==> config.mk <==
export PLATFORM = sky130hd
export DESIGN_NAME = div
export DESIGN_NICKNAME = d
export VERILOG_FILES = /design/src/rtl/div.sv
export SDC_FILE = /design/constraint.sdc
export NUM_CORES = 1
export LEC_CHECK = 0
export CORE_MARGIN = 2
export CORE_UTILIZATION = 57
export CTS_CLUSTER_SIZE = 28
export DETAILED_ROUTE_END_ITERATION = 10
export HOLD_SLACK_MARGIN = 0.15
export PLACE_DENSITY = 0.84
export SYNTH_ARGS = -nofsm -noshare
export SYNTH_HDL_FRONTEND = slang
export SYNTH_SLANG_ARGS = --single-unit
==> constraint.sdc <==
create_clock -name clk -period 3.8 [get_ports clk]
set_input_delay 0.76 -clock clk [delete_from_list [all_inputs] [get_ports clk]]
set_output_delay 0.76 -clock clk [all_outputs]
set_load 0.01 [all_outputs]
==> src/rtl/div.sv <==
// Sequential restoring divider: one quotient bit per clock, mult-style enable/done handshake.
// Divide by zero skips iteration and reports all-ones quotient with ctrl_div_by_zero set.
module div #(
    parameter int in_width  = 4,
    parameter int out_width = in_width * 2
) (
    input  logic                 clk,
    input  logic                 rst,
    input  logic [out_width-1:0] data_dividend,
    input  logic [in_width-1:0]  data_divisor,
    output logic [out_width-1:0] data_quotient,
    output logic [in_width-1:0]  data_remainder,
    input  logic                 ctrl_enable,
    output logic                 ctrl_done,
    output logic                 ctrl_div_by_zero
);

    localparam int CW = $clog2(out_width + 1);

    typedef enum logic [1:0] {IDLE, BUSY, DONE} state_t;

    state_t               state;
    logic [out_width-1:0] dvd;
    logic [in_width-1:0]  dvs;
    logic [CW-1:0]        cnt;

    logic [in_width:0]    p_shift;
    logic [in_width-1:0]  p_sub;
    logic                 ge;

    // Remainder register is in_width wide; the extra compare bit lives only in p_shift.
    always_comb begin
        p_shift = {data_remainder, dvd[out_width-1]};
        ge      = p_shift >= {1'b0, dvs};
        p_sub   = p_shift[in_width-1:0] - dvs;
    end

    always_ff @(posedge clk or negedge rst) begin
        if (!rst) begin
            state            <= IDLE;
            dvd              <= '0;
            dvs              <= '0;
            cnt              <= '0;
            data_quotient    <= '0;
            data_remainder   <= '0;
            ctrl_done        <= 1'b0;
            ctrl_div_by_zero <= 1'b0;
        end else begin
            case (state)
                IDLE: begin
                    if (ctrl_enable) begin
                        dvd              <= data_dividend;
                        dvs              <= data_divisor;
                        cnt              <= CW'(out_width);
                        data_remainder   <= '0;
                        ctrl_div_by_zero <= (data_divisor == '0);
                        if (data_divisor == '0) begin
                            data_quotient <= '1;
                            state         <= DONE;
                        end else begin
                            data_quotient <= '0;
                            state         <= BUSY;
                        end
                    end
                end
                BUSY: begin
                    data_remainder <= ge ? p_sub : p_shift[in_width-1:0];
                    data_quotient  <= {data_quotient[out_width-2:0], ge};
                    dvd            <= {dvd[out_width-2:0], 1'b0};
                    cnt            <= cnt - CW'(1);
                    if (cnt == CW'(1)) begin
                        state     <= DONE;
                        ctrl_done <= 1'b1;
                    end
                end
                DONE: begin
                    // Divide-by-zero enters DONE with done low; raise it one edge later.
                    if (!ctrl_done) begin
                        ctrl_done <= 1'b1;
                    end else if (!ctrl_enable) begin
                        ctrl_done <= 1'b0;
                        state     <= IDLE;
                    end
                end
                default: state <= IDLE;
            endcase
        end
    end

endmodule

==> results of run 1 <==
-- layer usage --
layer | wire (um) | part of all wire [%]
met2 | 1800 | 50
met1 | 1600 | 44
met4 | 47 | 1.3
met5 | 0 | 0
met3 | 146 | 4.1
-- logic make-up after synthesis --
| group | count (synthesis) | synth area share [%] |
|---|---|---|
| XOR/XNOR | 3 | 1.48 |
| AND/OR/NAND/NOR | 58 | 20.6 |
| flip-flops | 32 | 45.2 |
| adder cells (fa/ha/maj) | 7 | 5.37 |
| AO/OA/AOI/OAI | 59 | 21.8 |
| buffers and inverters | 18 | 5.58 |
-- flip-flops by register name (all words and copies together) (netlist names) --
name              cells
data_remainder        4
state                 2
data_quotient         8
ctrl_div_by_zero      1
dvs                   4
cnt                   4
ctrl_done             1
dvd                   8
-- layout by cell type (no fill, tap or decap), types with 2 or more instances in the layout --
cell type | synthesis | routed
dfrtp_1 | 32 | 32
clkdlybuf4s50_1 | 0 | 28
nand2_1 | 22 | 22
o21ai_0 | 17 | 17
a21oi_1 | 17 | 17
nand2b_1 | 11 | 11
inv_1 | 8 | 8
a221o_1 | 7 | 7
a22oi_1 | 6 | 6
ha_1 | 6 | 6
nor2b_1 | 5 | 5
clkbuf_4 | 0 | 5
o21ai_1 | 3 | 3
nor2_1 | 3 | 3
nor2b_4 | 2 | 2
and2b_1 | 2 | 2
nand2_4 | 2 | 2
xnor2_1 | 2 | 2
clkbuf_1 | 1 | 2
-- final cells by class --
type / instances / area (um2)
clock buffers: 8 / 58.8
well taps: 33 / 41.3
repair buffers: 29 / 288
fillers: 232 / 912
multi-input cells: 127 / 872
inverters: 8 / 30.0
flip-flops and latches: 32 / 801
-- worst max-delay path by stage --
stage          depth (start not counted)                end              start  slack, ns
2_1_floorplan                          5  data_remainder[0]  data_remainder[1]       2.13
3_3_place_gp                           5   data_quotient[0]        ctrl_enable       1.33
3_5_place_dp                           5   data_quotient[0]        ctrl_enable       1.27
4_1_cts                                5   data_quotient[0]        ctrl_enable       1.61
5_1_grt                                5   data_quotient[0]        ctrl_enable       1.47
6_report                               5   data_quotient[0]        ctrl_enable       1.60
-- report_power, final --
part | internal (mW) | leakage (nW) | switching [mW] | total, mW
sequential | 0.483 | 0.407 | 0.176 | 0.659
clock | 0.0912 | 0.0326 | 0.109 | 0.200
combinational | 0.378 | 0.457 | 0.406 | 0.783
-- per-stage QoR --
| stage | instance area (um2) | total power, mW | hold slack, ns | instances | util [%] |
|---|---|---|---|---|---|
| finish | 2090 | 1.64 | 0.489 | 237 | 69.6 |
| global route | 2090 | 1.79 | 0.552 | 237 | 69.6 |
| CTS | 2090 | 1.65 | 0.494 | 237 | 69.6 |
| detailed placement | 2030 | 1.45 | 0.472 | 229 | 67.7 |
| global placement | 2030 | 1.40 | 0.472 | 229 | 67.7 |
| floorplan | 1770 | 1.21 | 0.450 | 177 | - |
-- worst max-delay path, delay by kind of cell --
| kind | cells | cell delay [ns] |
|---|---|---|
| buf+inv | 1 | 0.81 |
| simple gates | 4 | 0.89 |
==> impl_metrics.json, run 1 <==
{
  "status": "completed",
  "drt_iter0_markers": 83,
  "cts_made_buffers": 5,
  "crit_top_cell": "nor2b_4",
  "postRouteAntennaNets": 0,
  "rsz0062_at_grt": "no",
  "hold_buffers": 0,
  "hold_end": "dvs[0]",
  "clockRootBuffer": "clkbuf_4",
  "r2r_end": "data_remainder[1]",
  "rr_worst_depth": 3,
  "timing.fmax_ghz": 0.455,
  "num_rows": 20,
  "grt-busiest-layer": "met2",
  "hold_start": "dvs[0]",
  "gr-usage-met2_pct": 36.8,
  "pre_cts_ws_ns": 1.27,
  "die_x_um": 59.8,
  "setup_viol": 0,
  "cap_violations": 0,
  "slew-limit-headroom_pct": 52.4,
  "antenna_cells": 0,
  "async_flop_share_pct": 100,
  "grt_overflow": 0,
  "worst_slack_ns": 1.60,
  "hold_viol": 0,
  "timing.final.crit_share_pct": 57.9,
  "netlist_top_cells_count": "32 x dfrtp_1, 22 x nand2_1, 17 x a21oi_1, 17 x o21ai_0, 11 x nand2b_1",
  "avgSynthCellArea_um2": 10.0,
  "grt_pass1_vias": 1388,
  "arrival_ns": 2.47,
  "num_io_pins": 29,
  "synth_flop_cell": "dfrtp_1",
  "yosysWarnings": 0,
  "place.gp.congestion": 0.814,
  "die_area_um2": 3570,
  "leakagePower_nw": 0.897,
  "port_buffers": 28,
  "cts.clk_slew.worst_paths_ns": 0.09,
  "synth_largest_area_cell": "dfrtp_1",
  "use_met1_pct": 30.3,
  "postCtsSetupRepairBufs": 0,
  "chipHeight_um": 59.8,
  "timing.rr.start": "state[0]",
  "synth_edf_count": 0,
  "synth-seq-area-share_pct": 45.2,
  "reg2reg_setup_slack_ns": 1.81,
  "fin_tns_setup_ns": 0,
  "required_ns": 4.07,
  "cp_max_fo": 18,
  "ys_ff_latch": 32,
  "vias_per_cell": 5.91,
  "hold_class": "reg -> reg",
  "clk_latency_ns": 0.33,
  "crit_chain": "clkdlybuf4s50_1, nor2b_4, nor2b_4, nand2_1, nand3_1",
  "wl_mm": 3.59,
  "synth_area_leaders": "dfrtp_1 45%, a21oi_1 4.8%, o21ai_0 4.8%",
  "areaGrowthSynthToFinish_pct": 18.0,
  "cp-start-kind": "primary input",
  "layout_min_cycle_time_ns": 2.20,
  "slowest_delay_ns": 0.81,
  "met3_usage_pct": 6.49,
  "cts_resized": 0,
  "first_pass_iters": 4,
  "synth_most_common_cell": "dfrtp_1",
  "worst_slew_pin_slew_ns": 0.715,
  "wl_per_cell_um": 15.1,
  "grt_start_max_net_pins": 33,
  "drive_above_1_share_pct": 9.31,
  "fp.coreArea_um2": 3000,
  "ys_types": 42,
  "htreeDepth": 2,
  "nets": 225,
  "synth_cells": 177,
  "grt.total_usage_pct": 23.5,
  "skew_ns": 0.00726,
  "cts_tree": "built",
  "crit_path_top_delay_cell": "clkdlybuf4s50_1",
  "drc": 0,
  "vdd_drop_max_mv": 0.360,
  "holdPathStages": 2,
  "power_density_nw_per_um2": 786,
  "hpwl_mm": 2.58,
  "cts_buffer_depth": 2,
  "syn_nets": 199,
  "initial_core_util_pct": 59.0,
  "synth_top_area_share_pct": 45.2,
  "cts.sinks": 32,
  "vias": 1401,
  "drv_slew": 0,
  "grt_pass1_wl_mm": 6.20,
  "cp-end-kind": "register",
  "syn_area_um2": 1770,
  "grt_antenna_before_repair": 0,
  "critical_path_class": "in -> reg"
}
Note: power is estimated with default switching activity, not from simulation.
==> run 2, diff against run 1 <==
--- a/config.mk
+++ b/config.mk
@@ -6,11 +6,11 @@
 export NUM_CORES = 1
 export LEC_CHECK = 0
 export CORE_MARGIN = 2
-export CORE_UTILIZATION = 57
+export CORE_UTILIZATION = 53
 export CTS_CLUSTER_SIZE = 28
 export DETAILED_ROUTE_END_ITERATION = 10
 export HOLD_SLACK_MARGIN = 0.15
-export PLACE_DENSITY = 0.84
+export PLACE_DENSITY = 0.79
 export SYNTH_ARGS = -nofsm -noshare
 export SYNTH_HDL_FRONTEND = slang
 export SYNTH_SLANG_ARGS = --single-unit
==> constraint.sdc (replaced) <==
create_clock -name clk -period 2.3 [get_ports clk]
set_input_delay 0.46 -clock clk [delete_from_list [all_inputs] [get_ports clk]]
set_output_delay 0.46 -clock clk [all_outputs]
set_load 0.01 [all_outputs]
==> run 2 against run 1 <==
Compared with the run above:
- first-iteration DRC count rose by 78%
- final cell count rose by 5.5%
- largest cell class unchanged
- sequential power rose by 56%
- register-to-register slack got worse by 1.3 ns
- design area rose by 1.1%
- wire length rose by 5.1%
- core utilization fell by 2.0 points
- critical path depth fell by 4
==> impl_metrics.json, run 2 (synthesis results as in run 1) <==
{
  "drc": 0,
  "power.share.clock_pct": 10.5,
  "hpwl_mm": 2.81,
  "vdd_drop_max_mv": 0.655,
  "finalInstanceArea_um2": 2110,
  "num_io_pins": 29,
  "fin_tns_setup_ns": 0,
  "cts.clk_slew.worst_paths_ns": 0.09,
  "initial_core_util_pct": 56.6,
  "crit_path_top_delay_cell": "clkdlybuf4s50_1",
  "wl_mm": 3.77,
  "critPathTopFamily": "buffers and inverters",
  "grt_antenna_before_repair": 0,
  "rsz0062_at_grt": "no",
  "timing.final.crit_share_pct": 78.4,
  "mostFrequentLayoutCells": "32 x dfrtp_1, 28 x clkdlybuf4s50_1, 22 x nand2_1",
  "cts_resized": 0,
  "wl_per_cell_um": 15.1,
  "postCtsSetupRepairBufs": 0,
  "die_x_um": 61.8,
  "postRouteAntennaNets": 0,
  "cts.sinks": 32,
  "nFillCells": 237,
  "skew_ns": 0.00514,
  "leakagePower_nw": 0.908,
  "grt_pass1_wl_mm": 6.35,
  "layout_min_cycle_time_ns": 1.80,
  "whs_ns": 0.512,
  "top_regs": "data_quotient: 8 flops, dvd: 8 flops",
  "p_int_mw": 1.56,
  "power_switching_mw": 1.14,
  "grt_pass1_vias": 1329,
  "slowest_delay_ns": 0.57,
  "cp-start-kind": "register",
  "cp.buffers_inverters": 1,
  "areaGrowthSynthToFinish_pct": 19.4,
  "drt_iter0_markers": 148,
  "antenna_cells": 0,
  "cp_max_fo": 5,
  "pwr-share-comb_pct": 51.4,
  "grt.total_usage_pct": 23.1,
  "reg2reg_setup_slack_ns": 0.50,
  "cap_violations": 0,
  "drive_above_1_share_pct": 10.7,
  "drv_slew": 0,
  "arrival_ns": 1.34,
  "sw_frac_of_total_pct": 42.3,
  "crit_chain": "clkdlybuf4s50_1",
  "cts_made_buffers": 5,
  "grt_overflow": 0,
  "die_area_um2": 3820,
  "worst_slack_ns": 0.497,
  "first_pass_iters": 4,
  "hold_buffers": 0,
  "fp.coreArea_um2": 3130,
  "cts_tree": "built",
  "vias": 1409,
  "worst_slew_pin_slew_ns": 0.727,
  "place.gp.congestion": 0.843,
  "htreeDepth": 2,
  "placed_area_um2": 2070,
  "sequentialPowerShare_pct": 38.1,
  "cts_buffer_depth": 2,
  "seqCellArea_um2": 801,
  "num_rows": 20,
  "status": "completed",
  "timing.fmax_ghz": 0.555,
  "multi_input_area_um2": 872,
  "critical_path_class": "reg -> out",
  "cp-end-kind": "output pin",
  "port_buffers": 28,
  "nets": 228,
  "slew-limit-headroom_pct": 51.5,
  "power_density_nw_per_um2": 1280,
  "final_common_cell": "dfrtp_1",
  "hold_class": "in -> async",
  "chipHeight_um": 61.8,
  "clockRootBuffer": "clkbuf_4",
  "pre_cts_ws_ns": 0.353,
  "vias_per_cell": 5.64,
  "grt_start_max_net_pins": 33,
  "setup_viol": 0,
  "hold_viol": 0,
  "clk_latency_ns": 0.32,
  "required_ns": 1.84,
  "power_mw": 2.70
}
## run 2: cell types whose count changed in the layout (fill, tap and decap cells not counted), sizes merged
cell | before | now
clkbuf | 8 | 6
buf | 1 | 4
clkinv | 0 | 1
## run 2: metal layers
| layer | GRT usage, % | vias to the layer above | share of wire, % |
|---|---|---|---|
| li1 | - | 680 | - |
| met1 | 30.2 | 690 | 43 |
| met2 | 37.0 | 32 | 52 |
| met3 | 5.59 | 7 | 3.5 |
| met4 | 9.12 | 0 | 1.4 |
| met5 | 0 | - | 0 |
## run 2: final timing paths
check | from | to | depth (start not counted)
min | rst | data_quotient[1] | 2
min reg2reg | ctrl_div_by_zero | ctrl_div_by_zero | 2
max reg2reg | state[0] | data_remainder[1] | 3
max | data_remainder[0] | data_remainder[0] | 1
min in group clk | ctrl_div_by_zero | ctrl_div_by_zero | 2
max in group asynchronous | rst | dvd[1] | 2
## run 2: metrics by stage
stage	std cells	util, %
floorplan	177	-
global placement	243	66.1
detailed placement	243	66.1
CTS	250	67.6
global route	250	67.6
finish	250	67.6
## run 2: layout make-up
class                      count  area share (%)
inverter                       8            1.42
timing repair buffer          32            14.7
multi-input combinational    127            41.2
sequential                    32            37.9
tap                           44            2.60
clock inverter                 1           0.237
clock buffer                   6            1.95
## run 2: power by group through the flow
stage | Clock (mW) | Combinational (mW) | Sequential (mW)
6_report | 0.284 | 1.39 | 1.03
5_1_grt | 0.326 | 1.57 | 1.06
4_1_cts | 0.295 | 1.39 | 1.03
3_5_place_dp | 0 | 1.39 | 1.04
3_3_place_gp | 0 | 1.33 | 1.01
2_1_floorplan | 0 | 0.986 | 1.01
==> run 3, diff against run 2 <==
==> constraint.sdc (replaced) <==
create_clock -name clk -period 1.8 [get_ports clk]
set_input_delay 0.36 -clock clk [delete_from_list [all_inputs] [get_ports clk]]
set_output_delay 0.36 -clock clk [all_outputs]
set_load 0.01 [all_outputs]
==> run 3 against run 2 <==
Compared with the run above:
- clock-buffer cell count down 1
- total power up 30%
- design area up 1.4%
- flip-flop and latch count unchanged
- clock power up 24%
- non-clock buffer count up 5
- critical endpoint is now data_remainder[1]
- sequential share of layout area down 0.51 points
==> impl_metrics.json, run 3 (synthesis results as in run 1) <==
{
  "antenna_cells": 0,
  "cts_buffer_depth": 2,
  "drv_slew": 0,
  "grt_overflow": 0,
  "skew_ns": 0.0129,
  "port_buffers": 28,
  "clk_latency_ns": 0.33,
  "slowest_delay_ns": 0.53,
  "critical_path_class": "reg -> out",
  "crit_chain": "buf_4, clkdlybuf4s50_1",
  "wl_per_cell_um": 14.5,
  "rsz0062_at_grt": "no",
  "place.gp.congestion": 0.849,
  "grt_pass1_wl_mm": 6.09,
  "reg2reg_setup_slack_ns": 0.10,
  "vias_per_cell": 5.59,
  "cp-start-kind": "register",
  "status": "completed",
  "cp-end-kind": "output pin",
  "slew-limit-headroom_pct": 53.6,
  "num_rows": 20,
  "mostFrequentLayoutCells": "32 x dfrtp_1, 28 x clkdlybuf4s50_1, 22 x nand2_1",
  "die_x_um": 61.8,
  "rr_worst_depth": 5,
  "arrival_ns": 1.37,
  "finalInstanceArea_um2": 2140,
  "setup_viol": 0,
  "timing.fmax_ghz": 0.578,
  "chipHeight_um": 61.8,
  "initial_core_util_pct": 56.6,
  "critPathTopFamily": "buffers and inverters",
  "required_ns": 1.44,
  "grt_pass1_vias": 1366,
  "final_common_cell": "dfrtp_1",
  "areaGrowthSynthToFinish_pct": 21.0,
  "clockRootBuffer": "clkbuf_4",
  "cts_tree": "built",
  "top_regs": "data_quotient: 8 flops, dvd: 8 flops",
  "hold_buffers": 0,
  "hold_viol": 0,
  "cp.buffers_inverters": 2,
  "drt_iter0_markers": 92,
  "crit_path_top_delay_cell": "clkdlybuf4s50_1",
  "wl_mm": 3.68,
  "vdd_drop_max_mv": 0.962,
  "worst_slew_pin_slew_ns": 0.696,
  "cts.clk_slew.worst_paths_ns": 0.10,
  "postCtsSetupRepairBufs": 0,
  "power_density_nw_per_um2": 1640,
  "fp.coreArea_um2": 3130,
  "cts.sinks": 32,
  "r2r_end": "data_remainder[0]",
  "vias": 1414,
  "grt.total_usage_pct": 22.0,
  "postRouteAntennaNets": 0,
  "hold_class": "in -> async",
  "layout_min_cycle_time_ns": 1.73,
  "timing.final.crit_share_pct": 96.2,
  "power_mw": 3.51,
  "leakagePower_nw": 0.928,
  "placed_area_um2": 2110,
  "grt_antenna_before_repair": 0,
  "drive_above_1_share_pct": 12.4,
  "cts_made_buffers": 5,
  "timing.rr.start": "data_remainder[1]",
  "drc": 0,
  "cap_violations": 0,
  "cp-startpoint": "data_remainder[1]",
  "die_area_um2": 3820,
  "grt_start_max_net_pins": 33,
  "htreeDepth": 2,
  "fin_tns_setup_ns": 0,
  "cts_resized": 0,
  "cp_max_fo": 3,
  "num_io_pins": 29,
  "hpwl_mm": 2.75,
  "nets": 233,
  "first_pass_iters": 4
}
[run 3: changes by cell type in the layout (fill, tap and decap cells not counted)]
cell and delta:
buf_4 +5, clkbuf_1 -1, clkinv_2 -1
[run 3: layout make-up]
| class | instances | area, um2 |
|---|---|---|
| timing repair buffer | 37 | 348 |
| clock buffer | 5 | 37.5 |
| fill | 255 | 985 |
| inverter | 8 | 30.0 |
| sequential | 32 | 801 |
| tap | 44 | 55.1 |
| multi-input combinational | 127 | 872 |
[run 3: report_power, final]
part           internal [mW]  total (mW)  switching (mW)
Sequential              1.02        1.27           0.243
Clock                  0.130       0.351           0.221
Combinational          0.884        1.89            1.01
Total                   2.04        3.51            1.47
[run 3: worst register-to-register path, stage by stage, from the launching register on]
cell,delay [ns]
dfrtp_1,0.41
ha_1,0.37
nand4_2,0.14
nand2_4,0.09
or3_1,0.36
a32o_1,0.25
[run 3: worst max-delay path by stage]
| stage | end | slack (ns) | depth (start not counted) |
|---|---|---|---|
| finish | data_remainder[1] | 0.07 | 2 |
| global placement | data_quotient[4] | 0.10 | 5 |
| floorplan | data_remainder[0] | 0.13 | 5 |
| CTS | data_remainder[1] | 0.07 | 2 |
| detailed placement | data_quotient[2] | 0.07 | 5 |
| global route | data_remainder[1] | 0.007 | 2 |
[run 3: through the flow]
| stage | hold slack, ns | instances | worst slack (ns) | utilization [%] |
|---|---|---|---|---|
| global route | 0.435 | 253 | 0.00670 | 68.5 |
| CTS | 0.441 | 253 | 0.0706 | 68.5 |
| global placement | 0.480 | 248 | 0.102 | 67.3 |
| detailed placement | 0.488 | 248 | 0.0702 | 67.3 |
| floorplan | 0.0644 | 177 | 0.127 | - |
| finish | 0.415 | 253 | 0.0691 | 68.5 |
[run 3: metal layers]
| layer | track usage, % | up-vias | routed length, um |
|---|---|---|---|
| met5 | 0 | - | 0 |
| met4 | 7.60 | 0 | 34 |
| met3 | 6.83 | 5 | 147 |
| met2 | 34.1 | 32 | 1750 |
| met1 | 29.4 | 688 | 1750 |
| li1 | - | 689 | - |
